$ cat src/rtl/regdelay_ctrl.sv
// Ready/valid flow controller for an N-deep step-enabled delay line.
// Tracks per-stage valid bits and drives the shared step/clear, with drain and flush modes.
module regdelay_ctrl #(
    parameter int unsigned N  = 4,
    parameter int unsigned CW = 7
) (
    input  logic          clk,
    input  logic          clr_n,
    input  logic          s_valid,
    output logic          s_ready,
    output logic          m_valid,
    input  logic          m_ready,
    input  logic          drain,
    input  logic          flush,
    output logic          dp_step,
    output logic          dp_clr,
    output logic          busy,
    output logic          drain_done,
    output logic [CW-1:0] occupancy
);

    typedef enum logic [1:0] {st_run, st_drain, st_flush} state_e;

    state_e        state_q, state_d;
    logic [N-1:0]  v_q, v_d;
    logic [CW-1:0] occ_q, occ_d;
    logic          done_q, done_d;
    logic          adv, accept, pop;

    // Single global step: the line moves whenever the output slot is empty or being consumed.
    assign adv        = ~v_q[N-1] | m_ready;
    assign m_valid    = v_q[N-1];
    assign occupancy  = occ_q;
    assign drain_done = done_q;
    assign busy       = (state_q != st_run) | (occ_q != '0);

    always_comb begin
        dp_step = 1'b0;
        s_ready = 1'b0;
        dp_clr  = 1'b0;
        unique case (state_q)
            st_run: begin
                dp_step = adv;
                s_ready = adv;
            end
            st_drain: dp_step = adv;
            st_flush: dp_clr = 1'b1;
            default: ;
        endcase
    end

    assign accept = s_valid & s_ready;
    assign pop    = m_valid & m_ready & dp_step;

    always_comb begin
        v_d   = v_q;
        occ_d = occ_q + CW'(accept) - CW'(pop);
        if (dp_clr) begin
            v_d   = '0;
            occ_d = '0;
        end else if (dp_step) begin
            v_d[0] = accept;
            for (int i = 1; i < N; i++) begin
                v_d[i] = v_q[i-1];
            end
        end
    end

    always_comb begin
        state_d = state_q;
        done_d  = 1'b0;
        unique case (state_q)
            st_run: begin
                if (flush) begin
                    state_d = st_flush;
                end else if (drain) begin
                    state_d = st_drain;
                end
            end
            st_drain: begin
                if (flush) begin
                    state_d = st_flush;
                end else if (occ_d == '0) begin
                    state_d = st_run;
                    done_d  = 1'b1;
                end
            end
            st_flush: state_d = st_run;
            default:  state_d = st_run;
        endcase
    end

    always_ff @(posedge clk or negedge clr_n) begin
        if (!clr_n) begin
            state_q <= st_run;
            v_q     <= '0;
            occ_q   <= '0;
            done_q  <= 1'b0;
        end else begin
            state_q <= state_d;
            v_q     <= v_d;
            occ_q   <= occ_d;
            done_q  <= done_d;
        end
    end

    occ_matches_valid: assert property (@(posedge clk) disable iff (!clr_n)
        occ_q == CW'($countones(v_q)));

    clr_step_exclusive: assert property (@(posedge clk) disable iff (!clr_n)
        !(dp_clr && dp_step));

endmodule

$ cat config.mk
export PLATFORM = sky130hd
export DESIGN_NAME = regdelay_ctrl
export DESIGN_NICKNAME = d
export VERILOG_FILES = /design/src/rtl/regdelay_ctrl.sv
export SDC_FILE = /design/constraint.sdc
export NUM_CORES = 1
export LEC_CHECK = 0
export CORE_MARGIN = 2
export CORE_UTILIZATION = 52
export CTS_CLUSTER_SIZE = 12
export DETAILED_ROUTE_END_ITERATION = 12
export PLACE_DENSITY = 0.82
export SLEW_MARGIN = 10
export SYNTH_ARGS = -nofsm -noshare
export SYNTH_HDL_FRONTEND = slang
export SYNTH_SLANG_ARGS = --single-unit
export TNS_END_PERCENT = 5
$ cat constraint.sdc
create_clock -name clk -period 8.5 [get_ports clk]
set_input_delay 1.275 -clock clk [delete_from_list [all_inputs] [get_ports clk]]
set_output_delay 1.275 -clock clk [all_outputs]
set_load 0.02 [all_outputs]
==> run summary, run 1 <==
adder-cell share of the synthesized area: 15.5%
Fin Hold WS: 0.487 ns
Port Buffers: 18
Max Cap Violations: 0
Hold Vio Cnt, Final: 0
Post-Synth Simple-Gate Area: 20.2%
critical-path cell list: clkdlybuf4s50_1 > inv_1 > a21oi_1 > nor2b_1 > nand2_1 > ha_1 > inv_1 > ha_1 > inv_1 > fa_1 > nand2b_1 > a2111oi_2 > or3_1 > a21oi_2 > o31a_1
combinational family with the most area after synthesis: simple AND/OR/NAND/NOR gates
vias in the first global route: 686
mux cell area share after synthesis: 0%
Die Span Y: 44.5 um
# setup viols final: 0
routed wire length: 1740 um
grt ovf: 0
gp weighted congestion: 0.772
Worst EP arrival: 4.58 ns
vias per cell: 5.37
root buffer cell: clkbuf_4
cell with the most instances after synthesis: dfrtp_1
starting DRC count in detailed routing: 11
Worst R2R End: state_q[0]
register area share after synthesis: 41.0%
post-cts sizing count: 0
Post-Synthesis Cells: 91
initial antenna violation count: 0
Yosys cell types: 26
status: complete, no violations
setup TNS: 0 ns
Rows: 14
pre-CTS setup slack: 3.79 ns
Tcrit/Tclk final: 51.8%
FFs w/ async S/R, synth: 100%
CP max FO: 9
Pwr Density: 392 nW/um^2
fmax: 227 MHz
worst slew margin relative to its limit: 56.9%
Crit Path Category: in2reg
post-route ant nets: 0
clk buf depth: 2
DR pass1 iterations: 4
synth warn: 0
Critical R2R Launch: state_q[1]
core area: 1520 um^2
worst hold start: v_q[2]
flop2flop setup slack: 5.16 ns
slew of the pin with the lowest slew margin: 0.644 ns
CTS clock-pin slew for the worst setup and hold paths: 0.08 ns
R2R depth: 13
clk_skew: 0.000826 ns
Compound-Gate Fraction of Synth Area: 12.4%
largest net degree at the start of global routing: 15
DR DRC count: 0
Yosys top cell area share: 41.0%
RSZ-0062 raised after global routing: no
diode count: 0
Die W: 44.5 um
ranking of synthesized cells by area: dfrtp_1, ha_1, inv_1
CP max stage delay: 0.48 ns
hold_buf cts: 0
Most used DFF post-synth: dfrtp_1
clock insertion delay at the later pin of the skew report: 0.28 ns
first-pass GRT wire length: 3110 um
Sink Count: 14
startpoint types: input port
min Tclk post-route: 4.41 ns
Leakage: 0.510 nW
Post-Synth XOR/XNOR Area: 5.12%
CP Data Required Time: 8.67 ns
synthesized cell area: 855 um^2
Final Instance Area: 1080 um^2
CP most frequent cell: inv_1
Hold Path Sink: v_q[3]
worst setup margin: 4.09 ns
Post-CTS Setup Bufs: 0
flops & latches, synth: 14
Final Max Tran Viols: 0
Post-DP HPWL: 1370 um
H-tree lvl count: 1
Util after Layout: 70.7%
share of post-route cells with drive strength above 1: 8.04%
Hold Path Cell Cnt: 2
Syn Nets: 107
nets@finish: 130
dominant cell type by area after synthesis: dfrtp_1
Setup crit end kind: register
DR vias: 687
Ports: 19
top post-synthesis cells by count: dfrtp_1, inv_1, nand2_1, nor2_1, ha_1
initial core utilization: 56.1%
HP Class: reg2reg
syn_area_per_cell: 9.39 um^2
Avg WL per Cell: 13.6 um
Total GRT Usage: 22.3%
synthesis-to-layout area growth: 26.1%
cts bufs inserted: 3
die area: 1980 um^2
number of synthesized flops with an enable pin: 0
CTS tree: done
Placement Cell Area: 1050 um^2
Worst IR Drop VDD: 0.282 mV
slowest stage cell, crit path: clkdlybuf4s50_1
-- metal layers --
layer  up-vias  part of all wire (%)  track usage [%]
met4         0                   2.0             11.5
met5         -                     0                0
li1        340                     -                -
met2        15                    49             34.8
met3         5                   3.7             4.49
met1       327                    45             29.1
-- cell type report --
type,instances,area (um^2)
sequential,14,350
clock buffer,3,22.5
fill,119,447
multi-input combinational,64,455
tap,16,20.0
timing repair buffer,18,180
inverter,13,48.8
-- report_power, final --
group	switching [mW]	leakage, nW	total (mW)	internal (mW)
clock	0.0216	0.0138	0.0380	0.0165
combinational	0.151	0.317	0.277	0.126
sequential	0.0188	0.179	0.108	0.0890
total	0.191	0.510	0.423	0.231
-- registers in the layout (all words and copies together) (netlist names) --
signal and flops:
state_q 2, drain_done 1, v_q 4, occupancy 7
-- cell usage in the layout, fill, tap and decap left out, types with 2 or more instances in the layout --
cell type and count:
inv_1 13, o21ai_0 5, a21oi_1 3, nor2_1 10
nand2_1 10, a21oi_2 2, nor2b_1 3, xor2_1 2
nand2b_1 2, dfrtp_1 14, xnor2_1 3, ha_1 9
a21o_1 2, clkdlybuf4s50_1 18, clkbuf_4 3
-- how the worst max path moves through the flow --
stage / start / end / slack [ns]
6_report: m_ready / state_q[0] / 4.09
5_1_grt: m_ready / state_q[0] / 3.76
4_1_cts: m_ready / state_q[0] / 4.08
3_5_place_dp: m_ready / state_q[0] / 3.79
3_3_place_gp: m_ready / state_q[0] / 3.93
2_1_floorplan: m_ready / state_q[0] / 4.03
-- worst max-delay path: cells and delay by family --
family / cells / cell delay, ns
AO/OA/AOI/OAI: 4 / 1.13
AND/OR/NAND/NOR: 4 / 0.72
buffers and inverters: 4 / 0.64
adder cells (fa/ha/maj): 3 / 0.83
-- logic make-up (layout without fill, tap and decap cells) --
logic type | count (synthesis) | after routing
xor+xnor | 5 | 5
buf+inv | 13 | 34
flops | 14 | 14
simple gates | 34 | 34
fa+ha+maj | 10 | 10
compound gates | 15 | 15
-- through the flow --
stage          cells  total power, mW
3_5_place_dp     125            0.386
4_1_cts          128            0.424
5_1_grt          128            0.459
2_1_floorplan     91            0.304
6_report         128            0.423
3_3_place_gp     125            0.376
No activity file was read; power rests on OpenSTA's default activity.
==> inputs of run 2 (changes only) <==
Settings changed: CORE_UTILIZATION 52 to 48, PLACE_DENSITY 0.82 to 0.77.
Clock period 8.5 ns to 4.5 ns, I/O delays scaled along.
==> run summary, run 2 (synthesized netlist as in run 1, its figures left out) <==
status: complete, no violations
Sink Count: 14
DR vias: 691
Total GRT Usage: 19.0%
# setup viols final: 0
worst path buffer plus inverter count: 5
largest net degree at the start of global routing: 15
CP most frequent cell: inv_1
Final Max Tran Viols: 0
Post-CTS Setup Bufs: 0
Placement Cell Area: 1070 um^2
Post-DP HPWL: 1390 um
root buffer cell: clkbuf_4
slowest stage cell, crit path: clkdlybuf4s50_1
hold_buf cts: 0
Hold Vio Cnt, Final: 0
DR pass1 iterations: 4
vias per cell: 5.01
critical path depth: 16
Port Buffers: 18
most frequent cells in the layout: clkdlybuf4s50_1, dfrtp_1, inv_1
cts bufs inserted: 3
Util after Layout: 64.2%
fmax: 278 MHz
DR DRC count: 0
Top delay family on crit path: adder cells
Critical R2R Launch: state_q[1]
crit path from: m_ready
Fin Hold WS: 0.502 ns
Die Span Y: 46.2 um
HP Class: reg2reg
Total Power: 0.792 mW
Worst R2R End: state_q[0]
Worst IR Drop VDD: 0.356 mV
clk_skew: 0.000975 ns
share of post-route cells with drive strength above 1: 8.85%
grt ovf: 0
gp weighted congestion: 0.789
Worst EP arrival: 3.75 ns
flop2flop setup slack: 1.40 ns
H-tree lvl count: 1
vias in the first global route: 687
pre-CTS setup slack: 0.597 ns
CTS tree: done
initial antenna violation count: 0
Layout Cells excl Fill: 138
clock insertion delay at the later pin of the skew report: 0.27 ns
Hold Path Cell Cnt: 2
Avg WL per Cell: 12.1 um
setup TNS: 0 ns
CP Data Required Time: 4.66 ns
first-pass GRT wire length: 2910 um
RSZ-0062 raised after global routing: no
CTS clock-pin slew for the worst setup and hold paths: 0.08 ns
CP max stage delay: 0.47 ns
worst setup margin: 0.908 ns
# placed instances: 135
Rows: 15
routed wire length: 1670 um
die area: 2130 um^2
max reg flops: 7
Final Instance Area: 1100 um^2
critical-path cell list: clkdlybuf4s50_1 > inv_1 > a21oi_1 > buf_4 > nor2b_1 > nand2_1 > ha_1 > inv_1 > ha_1 > inv_1 > fa_1 > nand2b_1 > a2111oi_2 > or3_1 > a21oi_2 > o31a_1
clk buf depth: 2
Ports: 19
worst slew margin relative to its limit: 58.1%
crit path capture: state_q[0]
starting DRC count in detailed routing: 5
Tcrit/Tclk final: 79.8%
startpoint types: input port
R2R depth: 14
Leakage: 0.515 nW
core area: 1710 um^2
post-cts sizing count: 0
post-route ant nets: 0
worst hold start: v_q[1]
Crit Path Category: in2reg
Die W: 46.2 um
slew of the pin with the lowest slew margin: 0.626 ns
nets@finish: 131
initial core utilization: 50.0%
diode count: 0
min Tclk post-route: 3.59 ns
CP max FO: 9
synthesis-to-layout area growth: 28.3%
most common cell after layout, fill and taps aside: clkdlybuf4s50_1
Max Cap Violations: 0
Setup crit end kind: register
Pwr Density: 723 nW/um^2
run 2: final cells by class:
class	instances	area [um^2]
clock buffer	3	22.5
tap	25	31.3
sequential	14	350
fill	150	612
timing repair buffer	19	188
multi-input combinational	64	455
inverter	13	48.8
run 2: routing by layer:
| metal | vias to the layer above | wire [um] | track usage, % |
|---|---|---|---|
| li1 | 341 | - | - |
| met1 | 336 | 780 | 25.1 |
| met2 | 12 | 822 | 31.4 |
| met3 | 2 | 52 | 3.92 |
| met4 | 0 | 15 | 5.14 |
| met5 | - | 0 | 0 |
run 2: how the worst min path moves through the flow:
stage | to | slack, ns
final | v_q[2] | 0.50
after global placement | v_q[2] | 0.47
after detailed placement | v_q[3] | 0.47
after global routing | v_q[1] | 0.54
after floorplan | drain_done | 0.38
after CTS | v_q[2] | 0.51
run 2: worst reg2reg max path, stage by stage, from the launching register on:
cell and delay (ns):
dfrtp_1 0.43, a21oi_1 0.16, buf_4 0.17, nor2b_1 0.17, nand2_1 0.09, ha_1 0.27, inv_1 0.06, ha_1 0.17
inv_1 0.06, fa_1 0.39, nand2b_1 0.19, a2111oi_2 0.32, or3_1 0.18, a21oi_2 0.07, o31a_1 0.28
run 2: report_power, final:
group	leakage [nW]	switching, mW	total [mW]	internal [mW]
combinational	0.322	0.284	0.522	0.238
sequential	0.179	0.0342	0.202	0.168
clock	0.0138	0.0369	0.0678	0.0309
==> inputs of run 3 (changes only) <==
Settings changed: CORE_UTILIZATION 48 to 44, PLACE_DENSITY 0.77 to 0.74.
Clock period 4.5 ns to 3.3 ns, I/O delays scaled along.
==> run summary, run 3 (synthesized netlist as in run 1, its figures left out) <==
status: complete, no violations
CTS tree: done
worst slew margin relative to its limit: 59.6%
DR pass1 iterations: 4
Worst IR Drop VDD: 0.565 mV
clk_skew: 0.00511 ns
initial core utilization: 47.9%
Tcrit/Tclk final: 89.0%
core area: 1780 um^2
flop2flop setup slack: 0.36 ns
clk buf depth: 2
post-route ant nets: 0
Placement Cell Area: 1110 um^2
Util after Layout: 66.5%
most common cell after layout, fill and taps aside: clkdlybuf4s50_1
CP max stage delay: 0.47 ns
min Tclk post-route: 2.94 ns
CP max FO: 6
Crit Path Category: reg2reg
DR DRC count: 0
pre-CTS setup slack: -0.312 ns
Total Power: 1.22 mW
Die Span Y: 48.1 um
HP Class: reg2reg
Avg WL per Cell: 11.9 um
setup TNS: 0 ns
routed wire length: 1710 um
Max Cap Violations: 0
die area: 2310 um^2
grt ovf: 0
clock insertion delay at the later pin of the skew report: 0.27 ns
worst path buffer plus inverter count: 2
gp weighted congestion: 0.734
slew of the pin with the lowest slew margin: 0.604 ns
fmax: 340 MHz
Rows: 15
Post-DP HPWL: 1370 um
Top delay family on crit path: compound AO/OA/AOI/OAI gates
initial antenna violation count: 0
Final Max Tran Viols: 0
Filler cells: 146
startpoint types: register
Final Instance Area: 1190 um^2
Total GRT Usage: 16.9%
Sink Count: 14
# setup viols final: 0
CTS clock-pin slew for the worst setup and hold paths: 0.08 ns
cts bufs inserted: 3
vias per cell: 4.80
DR vias: 686
first-pass GRT wire length: 2640 um
Setup crit end kind: register
Port Buffers: 18
max reg flops: 7
CP Data Required Time: 3.46 ns
Worst EP arrival: 3.10 ns
largest net degree at the start of global routing: 15
Hold Vio Cnt, Final: 0
Ports: 19
root buffer cell: clkbuf_4
share of post-route cells with drive strength above 1: 17.8%
vias in the first global route: 642
CP most frequent cell: inv_1
starting DRC count in detailed routing: 4
diode count: 0
RSZ-0062 raised after global routing: no
most frequent cells in the layout: clkdlybuf4s50_1, dfrtp_1, inv_1
H-tree lvl count: 1
Pwr Density: 1030 nW/um^2
critical-path cell list: a21oi_4 > nor2b_4 > nand2_1 > ha_1 > inv_1 > ha_2 > inv_1 > fa_2 > nand2b_4 > a2111oi_4 > or3_1 > a21oi_2 > o31a_1
worst setup margin: 0.362 ns
Die W: 48.1 um
Leakage: 0.560 nW
synthesis-to-layout area growth: 38.8%
slowest stage cell, crit path: dfrtp_1
nets@finish: 135
==> run 3: per-stage QoR <==
stage	hold slack (ns)	instances
6_report	0.490	143
5_1_grt	0.536	143
4_1_cts	0.495	142
3_5_place_dp	0.475	138
3_3_place_gp	0.463	138
2_1_floorplan	0.199	91
==> run 3: power by group <==
part           internal, mW  switching (mW)
clock network        0.0669          0.0506
registers             0.229          0.0516
logic                 0.390           0.429
total                 0.686           0.531
==> run 3: timing repair <==
action,4_1_cts,5_1_grt
hold endpoints to repair,0,0
setup buffers,0,1
resized for setup,2,5
pin swaps,1,4
endpoints found under the setup margin,2,2
hold buffers,0,0
==> run 3: final timing paths <==
check | end | cells past startpoint | start
worst max-delay path | state_q[0] | 13 | state_q[1]
worst min-delay path | v_q[3] | 2 | v_q[2]
worst max register to register | state_q[0] | 13 | state_q[1]
worst min register to register | v_q[3] | 2 | v_q[2]
max in group asynchronous | occupancy[0] | 1 | clr_n
min in group asynchronous | state_q[0] | 1 | clr_n
==> run 3: layout make-up <==
class                   instances  area [um^2]  share of cell area (%)
clock buffers                   4         36.3                    3.06
repair buffers                 23          220                    18.6
inverters                      13         48.8                    4.11
multi-input cells              64          499                    42.1
well taps                      25         31.3                    2.64
flip-flops and latches         14          350                    29.5
==> run 3: routing by layer <==
metal	up-vias	global-route usage (%)	part of all wire (%)
met2	8	27.5	48
met1	325	22.0	49
met3	2	2.26	2.0
met5	-	0	0
met4	0	8.11	1.0
li1	351	-	-
==> run 3: worst register-to-register path, cell delays in order, from the launching register on <==
cell and delay, ns:
dfrtp_1 0.47, a21oi_4 0.15, nor2b_4 0.16, nand2_1 0.07, ha_1 0.27, inv_1 0.06, ha_2 0.16, inv_1 0.05
fa_2 0.36, nand2b_4 0.16, a2111oi_4 0.38, or3_1 0.18, a21oi_2 0.08, o31a_1 0.28
